$ cat config.mk
export PLATFORM = sky130hd
export DESIGN_NAME = game_sequencer_flat
export DESIGN_NICKNAME = d
export VERILOG_FILES = /design/src/rtl/game_sequencer_if.sv /design/src/rtl/game_sequencer.sv /design/src/flat_wrapper.sv
export SDC_FILE = /design/constraint.sdc
export NUM_CORES = 1
export LEC_CHECK = 0
export ABC_AREA = 1
export CORE_MARGIN = 5
export CORE_UTILIZATION = 53
export CTS_CLUSTER_DIAMETER = 60
export DETAILED_ROUTE_END_ITERATION = 16
export GPL_ROUTABILITY_DRIVEN = 0
export PLACE_DENSITY = 0.82
export SYNTH_ARGS = -nofsm -noshare
export SYNTH_HDL_FRONTEND = slang
export SYNTH_SLANG_ARGS = --single-unit
$ cat constraint.sdc
create_clock -name clk -period 2.97 [get_ports clk]
set_input_delay 0.297 -clock clk [delete_from_list [all_inputs] [get_ports clk]]
set_output_delay 0.297 -clock clk [all_outputs]
set_load 0.01 [all_outputs]
$ cat src/rtl/game_sequencer_if.sv
// rtl/game_sequencer_if.sv - key/collision inputs and playfield control outputs of the round sequencer
interface game_sequencer_if #(
    parameter int SCORE_W = 8
);
    logic               start;
    logic               lose;
    logic               pass;
    logic               tick;
    logic               spawn;
    logic [7:0]         pipe_col;
    logic [SCORE_W-1:0] score;
    logic [1:0]         state;
    logic               freeze;

    // Drives the key and collision levels, observes the sequencer outputs
    modport master (
        output start, lose, pass,
        input  tick, spawn, pipe_col, score, state, freeze
    );

    // The sequencer itself
    modport slave (
        input  start, lose, pass,
        output tick, spawn, pipe_col, score, state, freeze
    );
endinterface

$ cat src/rtl/game_sequencer.sv
// rtl/game_sequencer.sv - round FSM, game tick, pipe spawning and scoring for the 8x8 flappy-bird playfield
module game_sequencer #(
    parameter int TICK_DIV     = 8,
    parameter int PIPE_SPACING = 4,
    parameter int GAP_H        = 3,
    parameter int SCORE_W      = 8
) (
    input  logic              clk,
    input  logic              reset,
    game_sequencer_if.slave   bus
);
    localparam logic [1:0] ST_IDLE = 2'b00;
    localparam logic [1:0] ST_PLAY = 2'b01;
    localparam logic [1:0] ST_OVER = 2'b10;

    localparam int TW = (TICK_DIV > 1) ? $clog2(TICK_DIV) : 1;
    localparam int SW = (PIPE_SPACING > 1) ? $clog2(PIPE_SPACING) : 1;

    localparam logic [TW-1:0]      TICK_LAST  = TW'(TICK_DIV - 1);
    localparam logic [SW-1:0]      SPACE_LAST = SW'(PIPE_SPACING - 1);
    localparam logic [7:0]         GAP_ONES   = 8'((1 << GAP_H) - 1);
    localparam logic [3:0]         BASE_MAX   = 4'(8 - GAP_H);
    localparam logic [SCORE_W-1:0] SCORE_MAX  = {SCORE_W{1'b1}};

    logic [1:0]         r_state;
    logic [TW-1:0]      r_tick_cnt;
    logic [SW-1:0]      r_space_cnt;
    logic [7:0]         r_lfsr;
    logic               r_pass_d;
    logic [SCORE_W-1:0] r_score;

    logic               w_play;
    logic               w_tick;
    logic               w_spawn;
    logic               w_fb;
    logic               w_score_inc;
    logic [3:0]         w_base;
    logic [7:0]         w_gap_mask;

    // All outputs decode from registers only, so lose/pass never reach them combinationally
    assign w_play      = (r_state == ST_PLAY);
    assign w_tick      = w_play && (r_tick_cnt == TICK_LAST);
    assign w_spawn     = w_tick && (r_space_cnt == SPACE_LAST);
    assign w_fb        = r_lfsr[7] ^ r_lfsr[5] ^ r_lfsr[4] ^ r_lfsr[3];
    assign w_score_inc = w_play && bus.pass && !r_pass_d && !bus.lose;
    assign w_gap_mask  = GAP_ONES << w_base;

    // Gap start row comes from the LFSR, pulled down so the whole gap fits in 8 rows
    always_comb begin
        w_base = {1'b0, r_lfsr[2:0]};
        if (w_base > BASE_MAX) begin
            w_base = BASE_MAX;
        end
    end

    // Round FSM with the tick divider, spawn spacing counter and score kept alongside it
    always_ff @(posedge clk) begin
        if (reset) begin
            r_state     <= ST_IDLE;
            r_tick_cnt  <= '0;
            r_space_cnt <= '0;
            r_score     <= '0;
        end else begin
            case (r_state)
                ST_IDLE: begin
                    if (bus.start) begin
                        r_state     <= ST_PLAY;
                        r_tick_cnt  <= '0;
                        r_space_cnt <= '0;
                        r_score     <= '0;
                    end
                end
                ST_PLAY: begin
                    if (bus.lose) begin
                        r_state    <= ST_OVER;
                        r_tick_cnt <= '0;
                    end else begin
                        r_tick_cnt <= w_tick ? '0 : r_tick_cnt + TW'(1);
                        if (w_tick) begin
                            r_space_cnt <= (r_space_cnt == SPACE_LAST) ? '0 : r_space_cnt + SW'(1);
                        end
                        if (w_score_inc && (r_score != SCORE_MAX)) begin
                            r_score <= r_score + SCORE_W'(1);
                        end
                    end
                end
                ST_OVER: begin
                    if (bus.start) begin
                        r_state <= ST_IDLE;
                    end
                end
                default: begin
                    r_state    <= ST_IDLE;
                    r_tick_cnt <= '0;
                end
            endcase
        end
    end

    // Free-running gap generator and pass edge detector run in every state
    always_ff @(posedge clk) begin
        if (reset) begin
            r_lfsr   <= 8'hA5;
            r_pass_d <= 1'b0;
        end else begin
            r_lfsr   <= {r_lfsr[6:0], w_fb};
            r_pass_d <= bus.pass;
        end
    end

    assign bus.tick     = w_tick;
    assign bus.spawn    = w_spawn;
    assign bus.pipe_col = w_spawn ? ~w_gap_mask : 8'h00;
    assign bus.score    = r_score;
    assign bus.state    = r_state;
    assign bus.freeze   = (r_state == ST_OVER);
endmodule
$ cat src/flat_wrapper.sv
// flat-port wrapper written by rule: the top's interface ports become plain ports
module game_sequencer_flat 
#(
    parameter int TICK_DIV     = 8,
    parameter int PIPE_SPACING = 4,
    parameter int GAP_H        = 3,
    parameter int SCORE_W      = 8
)
  (clk, reset, bus_start, bus_lose, bus_pass, bus_tick, bus_spawn, bus_pipe_col, bus_score, bus_state, bus_freeze);
  game_sequencer_if #(.SCORE_W(SCORE_W)) bus_i ();
  input  logic clk;
  input  logic reset;
  input wire logic [$bits(bus_i.start)-1:0] bus_start;
  input wire logic [$bits(bus_i.lose)-1:0] bus_lose;
  input wire logic [$bits(bus_i.pass)-1:0] bus_pass;
  output wire logic [$bits(bus_i.tick)-1:0] bus_tick;
  output wire logic [$bits(bus_i.spawn)-1:0] bus_spawn;
  output wire logic [$bits(bus_i.pipe_col)-1:0] bus_pipe_col;
  output wire logic [$bits(bus_i.score)-1:0] bus_score;
  output wire logic [$bits(bus_i.state)-1:0] bus_state;
  output wire logic [$bits(bus_i.freeze)-1:0] bus_freeze;
  assign bus_i.start = bus_start;
  assign bus_i.lose = bus_lose;
  assign bus_i.pass = bus_pass;
  assign bus_tick = bus_i.tick;
  assign bus_spawn = bus_i.spawn;
  assign bus_pipe_col = bus_i.pipe_col;
  assign bus_score = bus_i.score;
  assign bus_state = bus_i.state;
  assign bus_freeze = bus_i.freeze;
  game_sequencer #(.TICK_DIV(TICK_DIV), .PIPE_SPACING(PIPE_SPACING), .GAP_H(GAP_H), .SCORE_W(SCORE_W)) u_core (.clk(clk), .reset(reset), .bus(bus_i));
endmodule
==> impl_results.md <==
- Crit share post-route: 0.846
- Arrival @ worst endpoint: 2220 ps
- Wire per inst: 11.9 um
- Final Max Slew Viols: 0
- Largest net degree at the start of global routing: 18
- Critical setup path kind: reg2out
- Row count: 17
- Total GRT Usage: 0.173
- CTS tree: yes
- Nets: 218
- Resized Gates After CTS: 0
- Clk_lat worst skew: 310 ps
- First-pass GRT wire length: 4.58 mm
- Final min period: 2510 ps
- Critical path endpoint category: primary output
- Root Driver: clkbuf_4
- Sequential share of the synthesized area: 0.387
- Power per cell area: 470 nW/um^2
- Fin. Hold Viols: 0
- Max-cap viol count: 0
- Fraction of layout cells with a size suffix above 1: 0.0865
- Max transition margin: 0.613
- CTS Hold Bufs: 0
- Worst-Margin Slew: 580 ps
- Clk_skew: 2.88 ps
- Fill cell count: 194
- Lkg Pwr: 0.000706 uW
- Worst Hold Class: reg2reg
- Setup Buffers After CTS: 0
- R2r setup slk: 1220 ps
- Outcome: finished clean
- Flops & latches, synth: 24
- Starting Density: 0.555
- Synth Net Count: 192
- Area occupied by multi-input gates: 621 sq um
- RSZ-0062 raised after global routing: no
- Dpl hpwl: 2.03 mm
- Via density: 5.00
- Worst-case clock buffer depth: 2
- IO Count: 26
- Final setup vio count: 0
- Yosys Warn Count: 0
- Synth-to-layout area growth: 24.8%
- Peak Freq: 398 MHz
- Setup TNS: 0 ps
- Die Wd: 58.4 um
- Crit Path Max Fanout: 9
- Critical Path RT: 2670 ps
- Core box area: 2230 sq um
- ANT cells: 0
- Distinct cells, synth: 23
- Clk pin slew, worst setup/hold paths: 130 ps
- Remaining global-route overflow: 0
- Vias in the first global route: 1096
- Via count: 1179
- Clock sink count: 24
- Htree depth: 1
- Syn_area_per_cell: 6.78 sq um
- Die area: 3410 sq um
- Max IR drop VDD: 0.000331 V
- Number of CTS-inserted buffers: 3
- Antenna violations before repair: 0
- Synth Instances: 183
- Mapped cell area: 1240 sq um
- Fin Hold WS: 437 ps
- Final core occ: 0.693
- Startpoint Class: flop
- Die H: 58.4 um
- Reg area: 480 sq um
- First-pass DRT Iterations: 5
- DR iter-0 viols: 37
- Port Buffer Count: 25
- Routed Antenna Nets: 0
- # DRC: 0
- Routed WL: 2.82 mm
cell type report:
| class | count | share of cell area |
|---|---|---|
| clock buffers | 3 | 0.0146 |
| clock inverters | 1 | 0.0194 |
| inverters | 29 | 0.0703 |
| multi-input cells | 126 | 0.401 |
| flip-flops and latches | 24 | 0.310 |
| well taps | 28 | 0.0226 |
| repair buffers | 25 | 0.162 |
cells in the mapped netlist:
master     n  area [sq um]
xnor2_1    1          8.76
nor2_2     2          12.5
clkbuf_1   2          7.51
o21ai_1    1          5.00
xor2_1     1          8.76
or2_2      3          18.8
nor3b_4    1          18.8
nand4_1    1          6.26
nand2_1   40           150
a21oi_1   15          75.1
nor2_1    30           113
ha_1       4          50.1
inv_1     26          97.6
nor2_4     1          11.3
dfxtp_1   24           480
inv_2      3          11.3
a211oi_1   1          7.51
nand2_4    1          11.3
o21ai_0    2          10.0
nor3_1     2          10.0
nand2_2    3          18.8
buf_6      2          22.5
nand3_1   17          85.1
report_power, final:
| part | internal, uW | switching, uW |
|---|---|---|
| Sequential | 343 | 21.5 |
| Combinational | 52.5 | 74.5 |
| Clock | 136 | 99.4 |
path summary, 6_finish.rpt:
path / startpoint / end / depth (start not counted)
hold reg to reg: u_core.r_lfsr[6] / u_core.r_lfsr[7] / 1
setup reg to reg: u_core.bus.state[0] / u_core.r_space_cnt[0] / 5
setup / recovery: u_core.bus.state[0] / bus_pipe_col[4] / 5
hold / removal: u_core.r_lfsr[6] / u_core.r_lfsr[7] / 1
state kept, by name, indices dropped and copies added, names as in the netlist:
register / cells
u_core.bus.score: 8
u_core.bus.state: 2
u_core.r_lfsr: 8
u_core.r_pass_d: 1
u_core.r_space_cnt: 2
u_core.r_tick_cnt: 3
worst max-delay path, cell delays in order, from the launching register on:
cell	delay [ps]
dfxtp_1	520
nand2_1	280
nor2_4	190
nand2_2	140
a211oi_1	200
clkdlybuf4s50_1	570
per-stage QoR:
stage	area, sq um	cells	setup slack [ps]	total power [uW]
6_report	1550	236	457	727
3_3_place_gp	1500	232	912	490
5_1_grt	1550	236	302	767
2_1_floorplan	1240	183	1380	458
4_1_cts	1550	236	450	731
3_5_place_dp	1500	232	840	496
per-layer routing:
layer	track usage	share of wire	wire (um)	up-vias
met3	0.0263	0.059	165	6
met1	0.197	0.43	1210	518
li1	-	-	-	616
met2	0.311	0.50	1400	39
met4	0.0828	0.014	40	0
met5	0	0	0	-
placed cells by master, fill, tap and decap left out, types with 2 or more instances in the layout:
cell	n
a21oi_1	15
clkbuf_4	3
clkdlybuf4s50_1	25
dfxtp_1	24
ha_1	4
inv_1	26
inv_2	3
nand2_1	40
nand2_2	3
nand3_1	17
nor2_1	30
nor2_2	2
nor3_1	2
o21ai_0	2
or2_2	3
logic make-up after synthesis:
family / synth area share
AOI/OAI and AO/OA: 0.0787
DFF: 0.387
adders and majority gates: 0.0404
and+or+nand+nor: 0.367
buffers and inverters: 0.112
xor gates and xnor gates: 0.0141
No activity file was read; power rests on OpenSTA's default activity.
